[src/rtl/wide_add_sequencer.sv]
// -----------------------------------------------------------------------------
// wide_add_sequencer
//
// Multi-cycle wide adder/subtractor. A WIDTH-bit request is accepted through
// an in_valid/in_ready handshake. One CHUNK-bit adder slice is then reused for
// WIDTH/CHUNK consecutive cycles, least-significant chunk first, with the
// carry chained through a register. The result is offered through an
// out_valid/out_ready handshake and held stable until it is taken.
//
// Ports:
//   clk        in   1      clock, rising edge
//   rst        in   1      synchronous reset, active-high
//   in_valid   in   1      operand request valid
//   in_ready   out  1      block can accept operands (IDLE only)
//   a, b       in   WIDTH  operands
//   sub        in   1      1 = a - b, 0 = a + b
//   out_valid  out  1      result valid (DONE)
//   out_ready  in   1      consumer accepts result
//   sum        out  WIDTH  result, defined while out_valid=1
//   cout       out  1      carry out of MSB (subtract: 1 = no borrow)
//   overflow   out  1      two's-complement overflow of the full operation
//   busy       out  1      high in RUN or DONE
// -----------------------------------------------------------------------------
module wide_add_sequencer #(
    parameter int WIDTH = 128,
    parameter int CHUNK = 32
) (
    input  logic             clk,
    input  logic             rst,
    input  logic             in_valid,
    output logic             in_ready,
    input  logic [WIDTH-1:0] a,
    input  logic [WIDTH-1:0] b,
    input  logic             sub,
    output logic             out_valid,
    input  logic             out_ready,
    output logic [WIDTH-1:0] sum,
    output logic             cout,
    output logic             overflow,
    output logic             busy
);

    localparam int NCH  = WIDTH / CHUNK;
    localparam int IDXW = (NCH > 1) ? $clog2(NCH) : 1;

    // Illegal geometry stops elaboration.
    generate
        if (((WIDTH % CHUNK) != 0) || (CHUNK < 2)) begin : g_bad_params
            $error("wide_add_sequencer: WIDTH must be a multiple of CHUNK and CHUNK must be >= 2");
        end
    endgenerate

    typedef enum logic [1:0] {
        S_IDLE = 2'd0,
        S_RUN  = 2'd1,
        S_DONE = 2'd2
    } state_t;

    // One slice: returns {carry into slice MSB, carry out, CHUNK-bit sum}.
    // The carry into the MSB comes from adding the lower CHUNK-1 bits alone.
    function automatic logic [CHUNK+1:0] add_slice(
        input logic [CHUNK-1:0] x,
        input logic [CHUNK-1:0] y,
        input logic             cin
    );
        logic [CHUNK-1:0] lo;
        logic [CHUNK:0]   full;
        lo   = {1'b0, x[CHUNK-2:0]} + {1'b0, y[CHUNK-2:0]} + {{(CHUNK-1){1'b0}}, cin};
        full = {1'b0, x} + {1'b0, y} + {{CHUNK{1'b0}}, cin};
        return {lo[CHUNK-1], full};
    endfunction

    state_t             r_state;
    logic               r_in_ready;
    logic               r_out_valid;
    logic               r_busy;
    logic [WIDTH-1:0]   r_op_a;
    logic [WIDTH-1:0]   r_op_b;
    logic [WIDTH-1:0]   r_sum;
    logic               r_cout;
    logic               r_overflow;
    logic               r_carry;
    logic [IDXW-1:0]    r_idx;

    state_t             w_state_nxt;
    logic               w_accept;
    logic               w_last;
    logic [CHUNK+1:0]   w_slice;
    logic [CHUNK-1:0]   w_slice_sum;
    logic               w_slice_cout;
    logic               w_msb_cin;

    // Operands shift right each RUN cycle, so the active chunk is always the
    // low CHUNK bits and no variable part-select is needed on the operands.
    assign w_slice      = add_slice(r_op_a[CHUNK-1:0], r_op_b[CHUNK-1:0], r_carry);
    assign w_slice_sum  = w_slice[CHUNK-1:0];
    assign w_slice_cout = w_slice[CHUNK];
    assign w_msb_cin    = w_slice[CHUNK+1];
    assign w_last       = (r_idx == IDXW'(NCH - 1));

    // Next-state decode and request acceptance.
    always_comb begin
        w_state_nxt = r_state;
        w_accept    = 1'b0;
        case (r_state)
            S_IDLE: begin
                if (in_valid && r_in_ready) begin
                    w_accept    = 1'b1;
                    w_state_nxt = S_RUN;
                end else begin
                    w_state_nxt = S_IDLE;
                end
            end
            S_RUN: begin
                if (w_last) begin
                    w_state_nxt = S_DONE;
                end else begin
                    w_state_nxt = S_RUN;
                end
            end
            S_DONE: begin
                // No same-cycle accept: IDLE is always visited first.
                if (out_ready) begin
                    w_state_nxt = S_IDLE;
                end else begin
                    w_state_nxt = S_DONE;
                end
            end
            default: begin
                w_state_nxt = S_IDLE;
            end
        endcase
    end

    // State register and registered handshake/status outputs.
    always_ff @(posedge clk) begin
        if (rst) begin
            r_state     <= S_IDLE;
            r_in_ready  <= 1'b1;
            r_out_valid <= 1'b0;
            r_busy      <= 1'b0;
        end else begin
            r_state     <= w_state_nxt;
            r_in_ready  <= (w_state_nxt == S_IDLE);
            r_out_valid <= (w_state_nxt == S_DONE);
            r_busy      <= (w_state_nxt != S_IDLE);
        end
    end

    // Datapath: operand latch, chunk-by-chunk accumulation and final flags.
    always_ff @(posedge clk) begin
        if (rst) begin
            r_op_a     <= {WIDTH{1'b0}};
            r_op_b     <= {WIDTH{1'b0}};
            r_sum      <= {WIDTH{1'b0}};
            r_cout     <= 1'b0;
            r_overflow <= 1'b0;
            r_carry    <= 1'b0;
            r_idx      <= {IDXW{1'b0}};
        end else begin
            case (r_state)
                S_IDLE: begin
                    if (w_accept) begin
                        // Subtraction as a + ~b + 1: the +1 enters as carry-in.
                        r_op_a  <= a;
                        r_op_b  <= sub ? ~b : b;
                        r_carry <= sub;
                        r_idx   <= {IDXW{1'b0}};
                        r_sum   <= {WIDTH{1'b0}};
                    end
                end
                S_RUN: begin
                    for (int k = 0; k < NCH; k++) begin
                        if (r_idx == IDXW'(k)) begin
                            r_sum[k*CHUNK +: CHUNK] <= w_slice_sum;
                        end
                    end
                    r_op_a  <= r_op_a >> CHUNK;
                    r_op_b  <= r_op_b >> CHUNK;
                    r_carry <= w_slice_cout;
                    if (w_last) begin
                        r_idx      <= {IDXW{1'b0}};
                        r_cout     <= w_slice_cout;
                        r_overflow <= w_msb_cin ^ w_slice_cout;
                    end else begin
                        r_idx <= r_idx + IDXW'(1);
                    end
                end
                S_DONE: begin
                    // Result held stable until consumed.
                end
                default: begin
                end
            endcase
        end
    end

    assign in_ready  = r_in_ready;
    assign out_valid = r_out_valid;
    assign busy      = r_busy;
    assign sum       = r_sum;
    assign cout      = r_cout;
    assign overflow  = r_overflow;

endmodule

[config.mk]
export PLATFORM = sky130hd
export DESIGN_NAME = wide_add_sequencer
export DESIGN_NICKNAME = d
export VERILOG_FILES = /design/src/rtl/wide_add_sequencer.sv
export SDC_FILE = /design/constraint.sdc
export NUM_CORES = 1
export LEC_CHECK = 0
export ABC_AREA = 1
export CORE_MARGIN = 2
export CORE_UTILIZATION = 45
export CTS_BUF_LIST = sky130_fd_sc_hd__clkbuf_4
export DETAILED_ROUTE_END_ITERATION = 10
export PLACE_DENSITY = 0.75
export RECOVER_POWER = 50
export SLEW_MARGIN = 20
export SYNTH_ARGS = -nofsm -noshare
export SYNTH_HDL_FRONTEND = slang
export SYNTH_SLANG_ARGS = --single-unit
[constraint.sdc]
create_clock -name clk -period 1.9 [get_ports clk]
set_input_delay 0.38 -clock clk [delete_from_list [all_inputs] [get_ports clk]]
set_output_delay 0.38 -clock clk [all_outputs]
set_load 0.03 [all_outputs]
==> run summary <==
The tools report the clock root buffer as clkbuf_4. Entering global routing, the biggest net connects 139 pins. Measured along the x axis, the die boundary spans 205 µm.

The first global-routing pass estimated 92900 µm of wire. For this block, the initial DRC count from the detailed router was 1521. The number of clock buffers inserted by TritonCTS was 100; the average footprint of a synthesized cell was 7.49 µm².

The clock-pin slew on the worst setup and hold paths was 0.07 ns; the number of fillers in the final layout was 3382. For the number of global-route vias before repair, the log shows 17600. Count of cell types in the netlist: 38. The run finished, with violations left. The final-report hold violation count is 0, and the number of cells produced by synthesis is 2422. In the final layout, the multi-input gates occupy 10100 µm². Sequential cells account for 42.1% of the total power. Yosys attributes the largest share of cell area to dfxtp_1, nand2_1, a21oi_1. Timing would allow up to 0.449 GHz. Final count of pins violating max slew: 0. Of the cells placed in the final design, the portion with a size suffix greater than 1 is 23.9%. For this run, the number of Yosys warnings is 0. The average wire per cell in the routed design works out to 17.4 µm. The detail route stage leaves a number of antenna-violating nets equal to 0. The wire-length estimate of the detail-placed layout is 43600 µm.

The via count came out at 18700. The tools report the startpoint class of the critical path as a register. Max-cap violations in this run came to 0. For the combined area of all synthesized cells, the log shows 18100 µm². Adding up every negative setup slack in the final design gives -38.09 ns.

The portion of the post-synthesis area used by sequential elements is 43.5%. The top cell types in the final layout, fill and taps aside, are nand2_1, dfxtp_1, clkdlybuf4s50_1. No sink is reached through more buffers than the 3 on the longest clock path.

The die outline area is 41900 µm². In this run the worst path has a maximum fanout of 4. The tools report the total nets after synthesis as 2720. The number of flops mapped to enable cells by yosys is 0.

The area growth from synthesis to layout is 41.0%. The core area came out at 39700 µm². The number of buffers inserted by port buffering works out to 393.

The checks that failed: setup timing. STA puts the critical path data required time at 2.63 ns. Across the VDD grid, the largest voltage drop is 0.000466 V. In this run the static leakage power is 10.5 nW.

In this run the power density over the cells is 914 nW/µm². In this run the worst hold path is classified as input pin to register. The detailed-route vias per instance is 5.33. The library cell used most frequently in the layout, excluding fill and tap cells, is nand2_1. The setup slack of the critical path after layout is -0.326 ns, and the synthesis-stage register bit count is 394.

Summed over all layers, the global routing overflow is 0. For this configuration, the core starts out at a cell density of 45.6%. The portion of total power attributed to combinational logic is 27.8%. At the end of routability-driven placement, the weighted congestion stood at 0.916. Net switching is 34.1% of the power. The number of antenna violations at the first check in global routing was 2.

The first-pass iteration count of the detailed router was 6. STA puts the critical path data arrival time at 2.95 ns. At the later pin of the worst-skew pair, clock insertion delay measures 0.84 ns. For the count of clock tree sinks, the log shows 394. TritonCTS built the clock tree. The tools report the smallest hold slack as 0.104 ns. Setup repair after global routing could not meet its margin everywhere. After synthesis, the share of flip-flops with an asynchronous set or reset is 0%. The worst setup path is captured at a register. The floorplan row count was 73; the share of the clock period used by the worst path was 117%. The floorplan step set the die height to 205 µm. For the pin with the worst max-slew slack, the measured transition is 0.683 ns. For this design the total switching power over the nets is 7.96 mW. The top cell type by area accounts for 43.5% of the synthesized area.

In the synthesized netlist the dominant register cell turns out to be dfxtp_1. The global-route usage over all layers is 28.0%, and the proportion of power drawn by the clock network is 30.0%. The sequential cells in the finished layout cover a total of 7920 µm². 394 I/O pins were placed. The time the worst path needs with I/O delays and setup came out at 2.23 ns. Wires add up to 61000 µm.

For the post-detailed-route DRC marker count, the log shows 0. The cell taking the most area after synthesis was dfxtp_1. For this run, the post-layout net count is 3203.

The remaining max-slew budget at the tightest pin came out at 54.5%. Classification of the worst setup path: register to register. For the H-tree depth, the log shows 3. For the register-to-register setup slack, the log shows -0.33 ns. Internal power comes to 15.4 mW.

For the final database, setup skew stands at 0.0543 ns. The number of endpoints failing setup at the final stage is 353.
per-layer routing:
layer	up-vias	GRT usage [%]	wire, µm
met4	0	11.7	2040
met2	667	45.4	28600
met3	119	4.87	4010
met1	8705	36.7	26300
li1	9200	-	-
met5	-	0	0
flip-flops by register name, indices dropped and copies added, names as in the netlist:
register and flops:
busy 1, cout 1, in_ready 1, out_valid 1
overflow 1, r_carry 1, r_idx 2, r_op_a 128
r_op_b 128, r_state 2, sum 128
power groups by stage:
stage	logic (mW)	clock network [mW]	registers (mW)
final	6.50	7.02	9.85
after global routing	7.05	7.57	9.93
after CTS	6.26	7.14	9.79
after detailed placement	6.15	0	9.96
after global placement	6.05	0	9.92
after floorplan	2.85	0	10.4
worst max-delay path, cell delays in order, from the launching register on:
cell,delay (ns)
dfxtp_2,0.33
fa_2,0.40
fa_2,0.39
nand3_2,0.09
nand3_2,0.10
buf_6,0.15
nand3_4,0.06
nand3_4,0.08
nand2_4,0.07
nand2_2,0.06
nand2_2,0.09
nand3_4,0.12
a21oi_2,0.18
what timing repair did:
action | in CTS | in global routing
hold buffers | 1 | 0
setup endpoints to repair | 258 | 175
setup buffers | 4 | 1
hold endpoints to repair | 26 | 0
resized for setup | 598 | 239
pin swaps | 33 | 47
metrics by stage:
| step | instance area, µm² | instances | util, % | setup WS (ns) | power (mW) |
|---|---|---|---|---|---|
| CTS | 25300 | 3505 | 63.6 | -0.272 | 23.2 |
| global placement | 23500 | 3324 | 59.2 | -0.333 | 16.0 |
| finish | 25600 | 3510 | 64.4 | -0.326 | 23.4 |
| global route | 25600 | 3510 | 64.4 | -0.412 | 24.5 |
| floorplan | 18200 | 2422 | - | -0.123 | 13.2 |
| detailed placement | 23500 | 3324 | 59.2 | -0.370 | 16.1 |
cell type report:
type,instances,share of cell area [%]
clock inverter,40,0.754
tap,525,2.57
inverter,131,1.97
timing repair buffer,555,20.2
multi-input combinational,1723,39.4
antenna,4,0.0391
sequential,394,31.0
clock buffer,138,4.05
cells in the mapped netlist, types with 11 or more instances:
master and number:
a21oi_1 280, a22oi_1 32, a31oi_1 103, buf_2 81, clkbuf_1 78, dfxtp_1 394, ha_1 35, inv_1 121
nand2_1 600, nand2_2 11, nand3_1 37, nand3_2 16, nor2_1 166, o21ai_0 202, o21ai_1 33, o221ai_1 57
xor2_1 96
cell families (layout without fill, tap and decap cells):
kind of cell | count (synthesis) | count (layout) | share of synthesized area (%)
compound gates | 723 | 723 | 22.5
xor+xnor | 96 | 96 | 4.64
fa+ha+maj | 37 | 37 | 2.64
buf+inv | 305 | 864 | 7.13
flops | 394 | 394 | 43.5
other cells | 0 | 4 | 0
simple gates | 867 | 867 | 19.6
final timing paths:
path / startpoint / end / cells past startpoint
min reg2reg: r_op_a[105] / r_op_a[105] / 2
min: a[112] / r_op_a[112] / 3
max: r_op_b[0] / sum[92] / 12
max reg2reg: r_op_b[0] / sum[92] / 12
Note: power is estimated with default switching activity, not from simulation.
